File: config.mk
export PLATFORM = sky130hd
export DESIGN_NAME = altpcierd_rx_st_adapter
export DESIGN_NICKNAME = d
export VERILOG_FILES = /design/src/rtl/altpcierd_rx_st_adapter.sv
export SDC_FILE = /design/constraint.sdc
export NUM_CORES = 1
export LEC_CHECK = 0
export ABC_CLOCK_PERIOD_IN_PS = 12950
export BUFFER_PORTS_ARGS = -buffer_cell sky130_fd_sc_hd__buf_4
export CORE_MARGIN = 5
export CORE_UTILIZATION = 56
export DETAILED_ROUTE_END_ITERATION = 10
export HOLD_SLACK_MARGIN = 0.03
export PLACE_DENSITY_LB_ADDON = 0.25
export SETUP_SLACK_MARGIN = 0.02
export SYNTH_ARGS = -nofsm -noshare
export SYNTH_HDL_FRONTEND = slang
export SYNTH_SLANG_ARGS = --single-unit
export TNS_END_PERCENT = 10
File: constraint.sdc
create_clock -name clk_in -period 12.95 [get_ports clk_in]
set_clock_uncertainty 0.15 [all_clocks]
set_input_delay 2.59 -clock clk_in [delete_from_list [all_inputs] [get_ports clk_in]]
set_output_delay 2.59 -clock clk_in [all_outputs]
set_load 0.005 [all_outputs]
File: src/rtl/altpcierd_rx_st_adapter.sv
// altpcierd_rx_st_adapter
//   RX Avalon-ST adapter between the PCIe hard-IP RX stream and the DMA
//   application. The HIP keeps sending for READY_LATENCY cycles after it sees
//   ready drop. A first-word-fall-through FIFO absorbs those beats. The app
//   side gets a ready-latency-0 valid/ready handshake.
//
//   Beat packing on app_rx_data: {[err,] be, sop, eop, bardec, data}
//
//   Optional feature macro: ALTPCIERD_RX_ERR_FLAG_EN
//     defined   : hip_rx_err is stored as the MSB of each beat (PW += 1)
//     undefined : hip_rx_err is ignored; the 64-bit packing is the legacy 82 bits
//
// Ports
//   clk_in, rstn                 app clock, async active-low reset
//   hip_rx_*  (in)               HIP beat: valid/data/be/sop/eop/bardec/err
//   hip_rx_ready (out)           registered ready back to the HIP
//   hip_rx_mask  (out)           app_rx_mask delayed by one cycle
//   app_rx_mask  (in)            app request to hold non-posted TLPs
//   app_rx_data/valid (out)      FIFO head and not-empty flag
//   app_rx_ready (in)            pops the head when valid
//   fifo_level (out)             occupancy, 0..FIFO_DEPTH
//   overflow, framing_err (out)  sticky error flags, cleared only by rstn
module altpcierd_rx_st_adapter #(
  parameter int DATA_WIDTH    = 64,
  parameter int READY_LATENCY = 2,
  parameter int FIFO_DEPTH    = 8,
`ifdef ALTPCIERD_RX_ERR_FLAG_EN
  localparam int PW = DATA_WIDTH + DATA_WIDTH/8 + 11,
`else
  localparam int PW = DATA_WIDTH + DATA_WIDTH/8 + 10,
`endif
  localparam int AW = $clog2(FIFO_DEPTH),
  localparam int LW = AW + 1
) (
  input  logic                    clk_in,
  input  logic                    rstn,
  input  logic                    hip_rx_valid,
  input  logic [DATA_WIDTH-1:0]   hip_rx_data,
  input  logic [DATA_WIDTH/8-1:0] hip_rx_be,
  input  logic                    hip_rx_sop,
  input  logic                    hip_rx_eop,
  input  logic [7:0]              hip_rx_bardec,
  input  logic                    hip_rx_err,
  output logic                    hip_rx_ready,
  output logic                    hip_rx_mask,
  input  logic                    app_rx_mask,
  output logic [PW-1:0]           app_rx_data,
  output logic                    app_rx_valid,
  input  logic                    app_rx_ready,
  output logic [LW-1:0]           fifo_level,
  output logic                    overflow,
  output logic                    framing_err
);

  typedef enum logic {IDLE, PKT} frm_t;

  logic [PW-1:0] mem [FIFO_DEPTH];
  logic [AW-1:0] wr_ptr, rd_ptr;
  logic [LW-1:0] level, level_nxt;
  logic          full, push, pop, push_ok;
  logic [PW-1:0] wr_beat;
  frm_t          frm;

`ifdef ALTPCIERD_RX_ERR_FLAG_EN
  assign wr_beat = {hip_rx_err, hip_rx_be, hip_rx_sop, hip_rx_eop, hip_rx_bardec, hip_rx_data};
`else
  logic unused_err;
  assign unused_err = hip_rx_err;
  assign wr_beat = {hip_rx_be, hip_rx_sop, hip_rx_eop, hip_rx_bardec, hip_rx_data};
`endif

  // The HIP is not ready-qualified. Any valid beat is a push attempt,
  // because beats still arrive during the ready latency.
  assign push      = hip_rx_valid;
  assign full      = (level == LW'(FIFO_DEPTH));
  assign pop       = app_rx_valid & app_rx_ready;
  // A pop in the same cycle frees the slot, so a full FIFO still accepts.
  assign push_ok   = push & (~full | pop);
  assign level_nxt = level + LW'(push_ok) - LW'(pop);

  assign app_rx_valid = (level != '0);
  assign app_rx_data  = mem[rd_ptr];
  assign fifo_level   = level;

  // Storage has no reset. The head is don't-care while app_rx_valid is low.
  always_ff @(posedge clk_in) begin
    if (push_ok) mem[wr_ptr] <= wr_beat;
  end

  always_ff @(posedge clk_in or negedge rstn) begin
    if (!rstn) begin
      wr_ptr       <= '0;
      rd_ptr       <= '0;
      level        <= '0;
      hip_rx_ready <= 1'b0;
      hip_rx_mask  <= 1'b0;
      overflow     <= 1'b0;
      framing_err  <= 1'b0;
      frm          <= IDLE;
    end else begin
      if (push_ok) wr_ptr <= wr_ptr + AW'(1);
      if (pop)     rd_ptr <= rd_ptr + AW'(1);
      level <= level_nxt;
      // Keep READY_LATENCY+1 slots of headroom. The HIP may still send
      // READY_LATENCY beats after it sees ready drop.
      hip_rx_ready <= (level_nxt <= LW'(FIFO_DEPTH - READY_LATENCY - 1));
      hip_rx_mask  <= app_rx_mask;
      if (push & full & ~pop) overflow <= 1'b1;
      // Framing tracks accepted beats only. On an error the FSM still
      // resyncs to the beat's sop/eop so that a later packet can recover.
      if (push_ok) begin
        if ((frm == PKT && hip_rx_sop) || (frm == IDLE && !hip_rx_sop))
          framing_err <= 1'b1;
        if (hip_rx_eop)      frm <= IDLE;
        else if (hip_rx_sop) frm <= PKT;
      end
    end
  end

endmodule

==> results.cfg <==
[critical_path]
cp_max_fo = 52
critPathSlowestCell = dfrtp_4
start_kind = register
slowest_delay_ns = 0.89
r2r_cells = 7
crit_top_cell = buf_4
required_ns = 10.21
path_cells = buf_4, buf_4, mux4_2, mux2_2, buf_4
cp.arrival_ns = 4.19
cp-end-kind = primary output
path_class = register to primary output

[cells_and_area]
final_area_um2 = 29470
fin_util_pct = 65.21
layout_common_cells = edfxtp_1, buf_4, mux4_2
final_common_cell = edfxtp_1
area_growth_pct = 15.90
fin_cells = 1896
nets = 1342
layout-drive-gt1-share_pct = 42.55

[clock_tree]
cts_tree = done
clock-root-buffer = clkbuf_16
clock_path_buffers = 3
cts_num_sinks = 671
ctsResizeCount = 0
hold_buffers = 0
clk_pin_slew_ns = 0.06
cts_made_buffers = 67
post-cts-setup-buffers = 0
clk_latency_ns = 0.57
ctsHtreeMaxLevel = 3

[synthesis]
synth_area_um2 = 25420
synth_xor_area_share_pct = 0.2411
synth_top_family_by_area = multiplexers
synth_area_leaders = edfxtp_1, mux4_2, mux2_2, dfrtp_1, buf_6
synth-simple-area-share_pct = 0.4970
synth_edf_count = 656
synth-compound-area-share_pct = 0.3100
synth_top_area_share_pct = 77.48
yosysWarnings = 0
syn_avg_cell_area_um2 = 24.90
synth_fa_ha_area_share_pct = 0.4232
synth-seq-cells = 671
synthDistinctLibCells = 32
yosys.area.top_type = edfxtp_1
ys_seq_area_share_pct = 78.96
syn_inst = 1021
synthMuxAreaShare_pct = 18.29
async_flop_share_pct = 2.235
syn_nets = 1117
synthFlopType = edfxtp_1

[pwr]
p_sw_mw = 1.779
total_power_mw = 6.615
swShare_pct = 26.90
power.share.sequential_pct = 43.8
internal_power_mw = 4.836
power_frac_comb_pct = 29.3
p_per_area_nw_per_um2 = 224.5
clkPwrFrac_pct = 26.9
vdd_drop_max_mv = 0.1444
leakage_nw = 9.654

[floorplan]
start_util_pct = 56.27
coreArea_um2 = 45190
die_y_um = 223.1
die_area_um2 = 49760
io-pin-count = 179
die_w_um = 223.1
rows = 78

[global_route]
grt_overflow = 0
grt_max_degree = 64
grt_antenna_before_repair = 3
grt_pass1_wl_um = 73640
grt_pass1_vias = 12046
grt_usage_pct = 19.57

[drt]
m1WireLength_um = 19470
vias = 11115
wl_met2_um = 24320
route.detailed.drc = 0
via_per_inst = 5.862
finalWirelength_um = 47540
drt-wirelength-per-cell_um = 25.07
top_layer = met5
drt-initial-drc-count = 687
drtAntennaViolNets = 0
drt-pass1-iter-count = 5
wl_met3_um = 2969

[sta]
tightest_slew_ns = 1.027
finalSetupViolCount = 0
hold_viol_final = 0
postLayoutSetupSlackWorst_ns = 6.016
grt_setup_unrepaired = no
tns_ns = 0
fin_crit_sh_pct = 53.54
hold_ws_ns = 0.3292
fin_crit_ns = 6.934
fmaxAchievable_ghz = 0.1442
slew-limit-headroom_pct = 31.55
finalMaxSlewViolations = 0

[worst_hold_path]
whs_path_depth = 1
min_path_type = register to register

[run]
cap_violations = 0

[placed_design]
dp_cells = 1777
hpwl_um = 26140
gp_congestion = 0.6904
dp_slack_ns = 6.419
placedInstanceArea_um2 = 27450
port_buffers = 177

[outcome]
status = finished, final reports clean
-- path summary, 6_finish.rpt --
path | from | endpoint | slack [ns]
max | rd_ptr[1] | app_rx_data[47] | 6.02
min in group asynchronous | rstn | overflow | 1.71
max in group asynchronous | rstn | rd_ptr[2] | 10.72
min | framing_err | framing_err | 0.33
max reg2reg | fifo_level[2] | mem[0][53] | 9.70
min reg2reg | framing_err | framing_err | 0.33
-- metal layers --
metal | vias to the layer above | global-route usage [%]
met4 | 6 | 4.723
met5 | - | 0
met1 | 5911 | 27.33
li1 | 4818 | -
met2 | 317 | 32.52
met3 | 63 | 3.987
-- layout make-up --
cell class / count / area (um^2)
flip-flops and latches: 671 / 20090
fillers: 2924 / 15720
multi-input cells: 298 / 5066
clock buffers: 88 / 1798
repair buffers: 203 / 1524
well taps: 600 / 750.7
clock inverters: 30 / 221.5
inverters: 5 / 18.77
diodes: 1 / 2.502
-- cell usage after synthesis (2+ instances only) --
library cell / instances
a2bb2oi_1: 2
buf_1: 6
buf_2: 3
buf_6: 17
clkbuf_1: 21
dfrtp_1: 15
edfxtp_1: 656
ha_1: 7
inv_1: 5
mux2_2: 83
mux4_2: 164
nand2_1: 4
nand2b_1: 3
nor2_1: 4
nor3_1: 6
nor4_1: 2
o211ai_1: 2
or3b_2: 2
xnor2_1: 5
xor2_1: 2
-- worst max-delay path, delay by kind of cell (launching register included) --
| kind | cells | cell delay, ns |
|---|---|---|
| buf+inv | 3 | 1.72 |
| flops | 1 | 0.89 |
| mux | 2 | 0.90 |
-- registers in the layout (all words and copies together) (netlist names) --
name,cells
hip_rx_mask,1
mem,656
hip_rx_ready,1
frm,1
wr_ptr,3
rd_ptr,3
overflow,1
fifo_level,4
framing_err,1
-- power groups by stage --
stage	Sequential, mW	Combinational, mW	Clock (mW)
after floorplan	2.89	1.33	0
after global placement	2.93	1.98	0
after detailed placement	2.95	1.99	0
after CTS	2.91	2.00	1.82
after global routing	2.93	2.10	1.92
final	2.90	1.94	1.78
-- cell families after synthesis --
family | Yosys count
compound gates | 10
xor+xnor | 7
fa+ha+maj | 8
buf+inv | 52
flops | 671
mux | 249
simple gates | 24
No activity file was read; power rests on OpenSTA's default activity.
